**src/rtl/uart_rx_fifo.sv**
```systemverilog
// uart_rx_fifo: UART receiver (oversampled, start/stop validation) feeding a
// circular receive FIFO with a valid/ready read port.
// Optional build macro UART_RX_PARITY_EN: adds an even-parity bit (8E1 frame);
// when undefined the frame is 8N1.
module uart_rx_fifo #(
    parameter int CLKS_PER_BIT = 87,
    parameter int FIFO_DEPTH   = 8
) (
    input  logic                          clk,
    input  logic                          rst,
    input  logic                          uart_RX,
    output logic [7:0]                    rx_data,
    output logic                          rx_valid,
    input  logic                          rx_ready,
    output logic                          frame_err,
    output logic                          overrun,
    output logic [$clog2(FIFO_DEPTH):0]   fifo_level
);

    localparam int CW = $clog2(CLKS_PER_BIT);
    localparam int AW = $clog2(FIFO_DEPTH);
    localparam logic [CW-1:0] CNT_HALF  = CW'(CLKS_PER_BIT / 2 - 1);
    localparam logic [CW-1:0] CNT_FULL  = CW'(CLKS_PER_BIT - 1);
    localparam logic [AW:0]   DEPTH_LVL = (AW+1)'(FIFO_DEPTH);

    typedef enum logic [2:0] {
        S_IDLE,
        S_START,
        S_DATA,
`ifdef UART_RX_PARITY_EN
        S_PARITY,
`endif
        S_STOP,
        S_BREAK
    } state_t;

    logic          sync1, rx_s;
    state_t        state, state_n;
    logic [CW-1:0] cnt, cnt_n;
    logic [2:0]    bitidx, bitidx_n;
    logic [7:0]    shreg, shreg_n;
    logic          push_req, ferr_req;
`ifdef UART_RX_PARITY_EN
    logic          par_err, par_err_n;
`endif

    logic [7:0]    mem [FIFO_DEPTH];
    logic [AW-1:0] rd_ptr, wr_ptr, rd_ptr_n;
    logic [AW:0]   count, count_n;
    logic          pop, full, wr_en, drop;

    // Two-flop synchronizer; idles high so reset looks like an idle line
    always_ff @(posedge clk) begin
        if (rst) begin
            sync1 <= 1'b1;
            rx_s  <= 1'b1;
        end else begin
            sync1 <= uart_RX;
            rx_s  <= sync1;
        end
    end

    // Receiver state and datapath registers
    always_ff @(posedge clk) begin
        if (rst) begin
            state  <= S_IDLE;
            cnt    <= '0;
            bitidx <= '0;
            shreg  <= '0;
`ifdef UART_RX_PARITY_EN
            par_err <= 1'b0;
`endif
        end else begin
            state  <= state_n;
            cnt    <= cnt_n;
            bitidx <= bitidx_n;
            shreg  <= shreg_n;
`ifdef UART_RX_PARITY_EN
            par_err <= par_err_n;
`endif
        end
    end

    // Receiver next-state: sample at cnt==0, reload cnt on every transition
    always_comb begin
        state_n  = state;
        cnt_n    = (cnt != '0) ? cnt - 1'b1 : cnt;
        bitidx_n = bitidx;
        shreg_n  = shreg;
        push_req = 1'b0;
        ferr_req = 1'b0;
`ifdef UART_RX_PARITY_EN
        par_err_n = par_err;
`endif
        case (state)
            S_IDLE: begin
                if (!rx_s) begin
                    state_n = S_START;
                    cnt_n   = CNT_HALF;
                end
            end
            S_START: begin
                if (cnt == '0) begin
                    if (rx_s) begin
                        state_n = S_IDLE;
                        cnt_n   = '0;
                    end else begin
                        state_n  = S_DATA;
                        cnt_n    = CNT_FULL;
                        bitidx_n = '0;
`ifdef UART_RX_PARITY_EN
                        par_err_n = 1'b0;
`endif
                    end
                end
            end
            S_DATA: begin
                if (cnt == '0) begin
                    shreg_n  = {rx_s, shreg[7:1]};
                    cnt_n    = CNT_FULL;
                    bitidx_n = bitidx + 3'd1;
                    if (bitidx == 3'd7) begin
`ifdef UART_RX_PARITY_EN
                        state_n = S_PARITY;
`else
                        state_n = S_STOP;
`endif
                    end
                end
            end
`ifdef UART_RX_PARITY_EN
            S_PARITY: begin
                if (cnt == '0) begin
                    par_err_n = rx_s ^ (^shreg);
                    cnt_n     = CNT_FULL;
                    state_n   = S_STOP;
                end
            end
`endif
            S_STOP: begin
                if (cnt == '0) begin
                    cnt_n = '0;
                    if (!rx_s) begin
                        ferr_req = 1'b1;
                        state_n  = S_BREAK;
                    end else begin
`ifdef UART_RX_PARITY_EN
                        if (par_err) ferr_req = 1'b1;
                        else         push_req = 1'b1;
`else
                        push_req = 1'b1;
`endif
                        state_n = S_IDLE;
                    end
                end
            end
            S_BREAK: begin
                if (rx_s) state_n = S_IDLE;
            end
            default: begin
                state_n = S_IDLE;
                cnt_n   = '0;
            end
        endcase
    end

    // FIFO control: a full FIFO still accepts a push when the head leaves in the same cycle
    always_comb begin
        pop      = rx_valid && rx_ready;
        full     = (count == DEPTH_LVL);
        wr_en    = push_req && (!full || pop);
        drop     = push_req && full && !pop;
        rd_ptr_n = pop ? rd_ptr + 1'b1 : rd_ptr;
        count_n  = count;
        if (wr_en && !pop)      count_n = count + 1'b1;
        else if (!wr_en && pop) count_n = count - 1'b1;
    end

    // FIFO storage (no reset needed: pointers define what is valid)
    always_ff @(posedge clk) begin
        if (wr_en && !rst) mem[wr_ptr] <= shreg;
    end

    // FIFO pointers and registered outputs; head forwards a same-cycle write to its slot
    always_ff @(posedge clk) begin
        if (rst) begin
            rd_ptr    <= '0;
            wr_ptr    <= '0;
            count     <= '0;
            rx_valid  <= 1'b0;
            rx_data   <= '0;
            frame_err <= 1'b0;
            overrun   <= 1'b0;
        end else begin
            rd_ptr    <= rd_ptr_n;
            if (wr_en) wr_ptr <= wr_ptr + 1'b1;
            count     <= count_n;
            rx_valid  <= (count_n != '0);
            rx_data   <= (wr_en && (wr_ptr == rd_ptr_n)) ? shreg : mem[rd_ptr_n];
            frame_err <= ferr_req;
            overrun   <= drop;
        end
    end

    assign fifo_level = count;

endmodule

```
**config.mk**
```make
export PLATFORM = sky130hd
export DESIGN_NAME = uart_rx_fifo
export DESIGN_NICKNAME = d
export VERILOG_FILES = /design/src/rtl/uart_rx_fifo.sv
export SDC_FILE = /design/constraint.sdc
export NUM_CORES = 1
export LEC_CHECK = 0
export CAP_MARGIN = 20
export CORE_MARGIN = 1
export CORE_UTILIZATION = 65
export CTS_BUF_LIST = sky130_fd_sc_hd__clkbuf_8
export CTS_CLUSTER_SIZE = 40
export DETAILED_ROUTE_END_ITERATION = 16
export PLACE_DENSITY_LB_ADDON = 0.1
export SETUP_SLACK_MARGIN = 0.05
export SLEW_MARGIN = 15
export SYNTH_ARGS = -nofsm -noshare
export SYNTH_HDL_FRONTEND = slang
export SYNTH_SLANG_ARGS = --single-unit
export TNS_END_PERCENT = 1
```
**constraint.sdc**
```tcl
create_clock -name clk -period 7.7 [get_ports clk]
set_clock_uncertainty 0.2 [all_clocks]
set_input_delay 1.155 -clock clk [delete_from_list [all_inputs] [get_ports clk]]
set_output_delay 1.155 -clock clk [all_outputs]
set_load 0.05 [all_outputs]
```
==> Word-level counts from Yosys, hierarchy flattened <==
Memories as Yosys holds them, arrays and structs flattened. A register that Yosys moved wholly into a read port is not among the register bits.
Index checks and enable logic that the tools add are counted.
{ "classes": {"add_sub_neg": 6, "eq_ne": 13, "mux": 29, "bitwise_logic": 2, "reduce_logical": 21} }
{ "ops": {"columns": ["operator", "count"], "rows": [
  ["$mux W7", 6],
  ["$pmux W7 S5", 1],
  ["$mux W3", 11],
  ["$pmux W3 S5", 1],
  ["$ne A2 B2 Y1 const B", 7],
  ["$add A3 B1 Y3 const B", 3],
  ["$mux W4", 2],
  ["$logic_and A1 B1 Y1", 7],
  ["$logic_not A7 Y1", 1],
  ["$reduce_bool A7 Y1", 1],
  ["$sub A7 B1 Y7 const B", 1],
  ["$eq A3 B2 Y1 const B", 2],
  ["$eq A3 B3 Y1 const B", 2],
  ["$mux W1", 6],
  ["$pmux W3 S2", 1],
  ["$reduce_and A6 Y1", 1],
  ["$add A4 B1 Y4 const B", 1],
  ["$eq A4 B4 Y1 const B", 1],
  ["$logic_not A1 Y1", 4],
  ["$reduce_and A4 Y1", 1],
  ["$reduce_bool A4 Y1", 1],
  ["$sub A4 B1 Y4 const B", 1],
  ["$eq A3 B1 Y1 const B", 1],
  ["$logic_not A3 Y1", 1],
  ["6 further kinds", 7]
]} }
{ "totals": {"register_bits": 36, "ramBits": 64, "out_inout_bits": 15, "elab_cells": 84, "mem_count": 1} }
{ "memory_table": {"columns": ["name", "words", "word_bits", "read_ports", "rd_ports_with_merged_regs", "wr", "line", "rtl"], "rows": [
  ["mem", 8, 8, 1, 1, 1, "47", "logic [7:0] mem [FIFO_DEPTH];"]
]} }

==> Depth between registers and ports, before layout <==
{ "logic_depth": {"depth_word": 9, "mapped_depth": 9, "mapped_depth_nobuf": 9} }

==> Least setup slack after synthesis <==
OpenSTA, ideal clock, no wires.
{ "synth_timing": {"path_type": "flip-flop to flip-flop", "start": "register cnt[0]", "end": "memory mem[4][0] (enable)", "setup_ns": 0.395, "arrival_ns": 2.475, "slack_ns": 4.631, "path_stages_with_launch": 8, "n_path_buf": 1, "period_less_slack_ns": 3.069, "path_cell_list": "dfxtp_1 inv_1 ha_1 or3b_2 nor3b_4 buf_4 nand3_1 nor4_1"} }
{ "synth_via": {"elab_chain_len": 7} }
{ "synth_lines": {"columns": ["item", "line", "rtl"], "rows": [
  ["start: declaration", "39", "logic [CW-1:0] cnt, cnt_n;"],
  ["start signal: assignment", "75", "cnt <= cnt_n;"],
  ["$logic_not A7 Y1", "141", "if (cnt == '0) begin"],
  ["$mux W1", "141", null],
  ["$mux W1", "95", "case (state)"],
  ["$logic_and A1 B1 Y1", "171", "wr_en = push_req && (!full || pop);"],
  ["$logic_and A1 B1 Y1", "181", "if (wr_en && !rst) mem[wr_ptr] <= shreg;"],
  ["$mux W1", "181", null],
  ["$mux W1 (not written as such)", "181", null],
  ["end: declaration", "47", null]
]} }
No other way between the ends.

==> Worst setup path after layout <==
{ "layout_timing": {"start": "input rx_ready", "end": "memory mem[0][1] (enable)"} }
{ "layout_via": {"elab_chain_len": 6} }
{ "layout_lines": {"columns": ["item", "line", "rtl"], "rows": [
  ["start: declaration", "14", "input logic rx_ready,"],
  ["$logic_and A1 B1 Y1", "169", "pop = rx_valid && rx_ready;"],
  ["$logic_or A1 B1 Y1", "171", null],
  ["$logic_and A1 B1 Y1", "171", null],
  ["$logic_and A1 B1 Y1", "181", null],
  ["$mux W1", "181", null],
  ["$mux W1 (not written as such)", "181", null]
]} }
No other way between the ends.

==> reports/metrics.csv <==
stage,metric,value,unit
yosys,post-synthesis sequential area ratio,60.3,%
final_layout,highest-count cells in the layout ignoring fill and taps,"edfxtp_1, dfxtp_1, nand2_1",
hold_path,Hold WC Path Type,reg2reg,
cts,CTS tree,built,
route,Via density,5.99,
sta,"Slew Viols, Final",0,
sta,minimum clock period,3760,ps
cts,Root Buffer,clkbuf_8,
final_layout,FILL cells,468,
yosys,cell count after synthesis,371,
critical_path,worst reg2reg endpoint,mem[0][1],
yosys,post-synthesis cell type count,51,
yosys,number of synthesized flops with an enable pin,64,
global_routing,vias in the first global route,2719,
critical_path,CP required,7480,ps
final_layout,"most common cell after layout, fill and taps aside",edfxtp_1,
place,Final Wtd Congestion,0.787,
final_layout,P&R area growth vs syn,9.00,%
hold_path,end of the worst hold path,rx_s,
global_routing,initial antenna violation count,0,
floorplan,Die H,86.5,um
sta,final setup violation count,0,
floorplan,Core Area,0.00683,mm2
critical_path,Crit Path Class,in2reg,
yosys,"Cell Area, Synth",0.00464,mm2
floorplan,Initial Util,68.0,%
global_routing,total track usage,26.0,%
route,post-route DRC violation count,0,
sta,fmax,266,MHz
final_layout,nets@finish,397,
route,Initial DRC Count,188,
cts,Skew-Pair Late Insertion Delay,370,ps
critical_path,r2r worst-path depth,4,
critical_path,Worst EP arrival,3550,ps
power_and_ir_drop,worst vdd ir,196,uV
place,Buffers on Ports,18,
critical_path,Startpoint Class,input port,
sta,fin crit share,48.9,%
final_layout,Multi-input gate area,0.00175,mm2
yosys,Synthesis Warnings,0,
critical_path,peak per-stage delay on the critical path,910,ps
final_layout,share of cells above drive strength 1,12.4,%
route,routed vias,2901,
route,total wire length,8800,um
cts,clk buf depth,2,
sta,Final TNS setup,0,ps
critical_path,FF-to-FF setup slack,4240,ps
floorplan,full die area,0.00749,mm2
sta,worst slew pin tran,1020,ps
yosys,syn avg cell area,12.5,um2
critical_path,crit path cell chain,clkdlybuf4s50_1 > nand2_1 > nand2b_1 > nand2_1 > nor4b_2,
route,Pre-Repair DR Iteration Count,4,
critical_path,Buf/Inv on CP,1,
power_and_ir_drop,leakage power,1.71,nW
floorplan,die width,86.5,um
cts,Num Clock Sinks,108,
power_and_ir_drop,PwrDens,274,mW/mm2
yosys,asr flop ratio synth,0,%
status,outcome,finished clean,
route,WL per Instance,18.2,um
sta,Hold Fails Final Rpt,0,
global_routing,largest net degree at the start of global routing,37,
cts,H-Tree Depth,3,
cts,CTS clock-pin slew for the worst setup and hold paths,90,ps
floorplan,row count,30,
yosys,Synth Register Bits,108,
global_routing,first-pass GRT wire length,14300,um
global_routing,GRT overflow,0,
cts,"Hold-fix buffers, CTS",0,
critical_path,worst-path maximum fanout,15,
route,Post-DRT Antenna Nets,0,
critical_path,most frequent CP cell,nand2_1,
critical_path,Setup crit end kind,register,
final_layout,post-layout util,74.1,%
cts,post_cts resized,0,
hold_path,worst hold start,sync1,
critical_path,"slowest stage cell, crit path",nor4b_2,
floorplan,num ports,19,
sta,max_slew headroom,31.7,%
hold_path,hold depth,1,
cts,CTS Buf Count,9,
run,max-cap viol count,0,
sta,RSZ-0062 raised after global routing,false,
final_layout,FF/Latch Area,0.00280,mm2
final_layout,n_diodes,0,
critical_path,worst r2r src,cnt[2],
critical_path,CP Depth,5,
place,hpwl dp,5860,um
yosys,Post-synth top flop,edfxtp_1,
cts,setup bufs post-CTS,0,
critical_path,Top Family by Delay on Critical Path,simple AND/OR/NAND/NOR gates,
yosys,Synthesized Nets,385,
[power by group]
group | switching, mW | internal (mW) | leakage (nW)
clock network | 0.194 | 0.120 | 0.0889
registers | 0.0369 | 0.639 | 0.953
logic | 0.228 | 0.169 | 0.672
total | 0.459 | 0.928 | 1.71
[logic make-up after synthesis]
family,count (synthesis),synth area share [%]
buf+inv,25,2.51
mux,20,8.14
simple gates,119,12.8
xor+xnor,13,2.77
flops,108,60.3
compound gates,76,10.7
fa+ha+maj,10,2.69
[worst max-delay path by stage]
stage               startpoint   endpoint
finish                rx_ready  mem[0][1]
floorplan               cnt[0]  mem[4][0]
detailed placement    rx_ready  mem[3][4]
global placement      rx_ready  mem[2][5]
global route          rx_ready  mem[0][1]
CTS                   rx_ready  mem[3][6]
[sequential cells by signal, summed over array words and instances, names as in the netlist]
signal      count
bitidx          3
cnt             7
fifo_level      4
frame_err       1
mem            64
overrun         1
rd_ptr          3
rx_data         8
rx_s            1
rx_valid        1
shreg           8
state           3
sync1           1
wr_ptr          3
[through the flow]
step / instances / setup WS [ps] / power, mW / instance area (um2) / hold WS [ps]
final: 484 / 3940 / 1.39 / 5060 / 228
after global routing: 484 / 3760 / 1.46 / 5060 / 258
after CTS: 484 / 3810 / 1.39 / 5050 / 232
after detailed placement: 468 / 3420 / 1.08 / 4870 / 201
after global placement: 468 / 3490 / 1.08 / 4870 / 200
after floorplan: 371 / 4630 / 1.00 / 4640 / 189
[cell usage after synthesis (4+ instances only)]
master    count  area share [%]
edfxtp_1     64              41
dfxtp_1      44              19
nand2_1      38             3.1
nor2_1       29             2.3
a21oi_1      26             2.8
mux4_2       14             6.8
clkbuf_1     13             1.1
nand3_1      12             1.3
o21bai_1     11             1.8
ha_1         10             2.7
nor3_1        8            0.86
a211oi_1      7             1.1
a21boi_0      7             1.1
o21ai_0       7            0.75
xnor2_1       7             1.3
inv_1         6            0.48
xor2_1        5            0.94
buf_4         4            0.65
mux2i_1       4            0.86
nand3b_1      4            0.65
[routing by layer]
metal | vias to the layer above | wire length, um | global-route usage (%)
met5 | - | 0 | 0
li1 | 1402 | - | -
met2 | 66 | 4050 | 38.5
met1 | 1419 | 4230 | 39.6
met4 | 0 | 123 | 8.79
met3 | 14 | 392 | 4.29
[cell type report]
cell class | instances | area share (%)
repair buffers | 20 | 3.86
flip-flops and latches | 108 | 55.4
multi-input cells | 238 | 34.5
inverters | 6 | 0.445
well taps | 96 | 2.37
clock inverters | 7 | 1.04
clock buffers | 9 | 2.45
(Power assumes the default switching activity.)
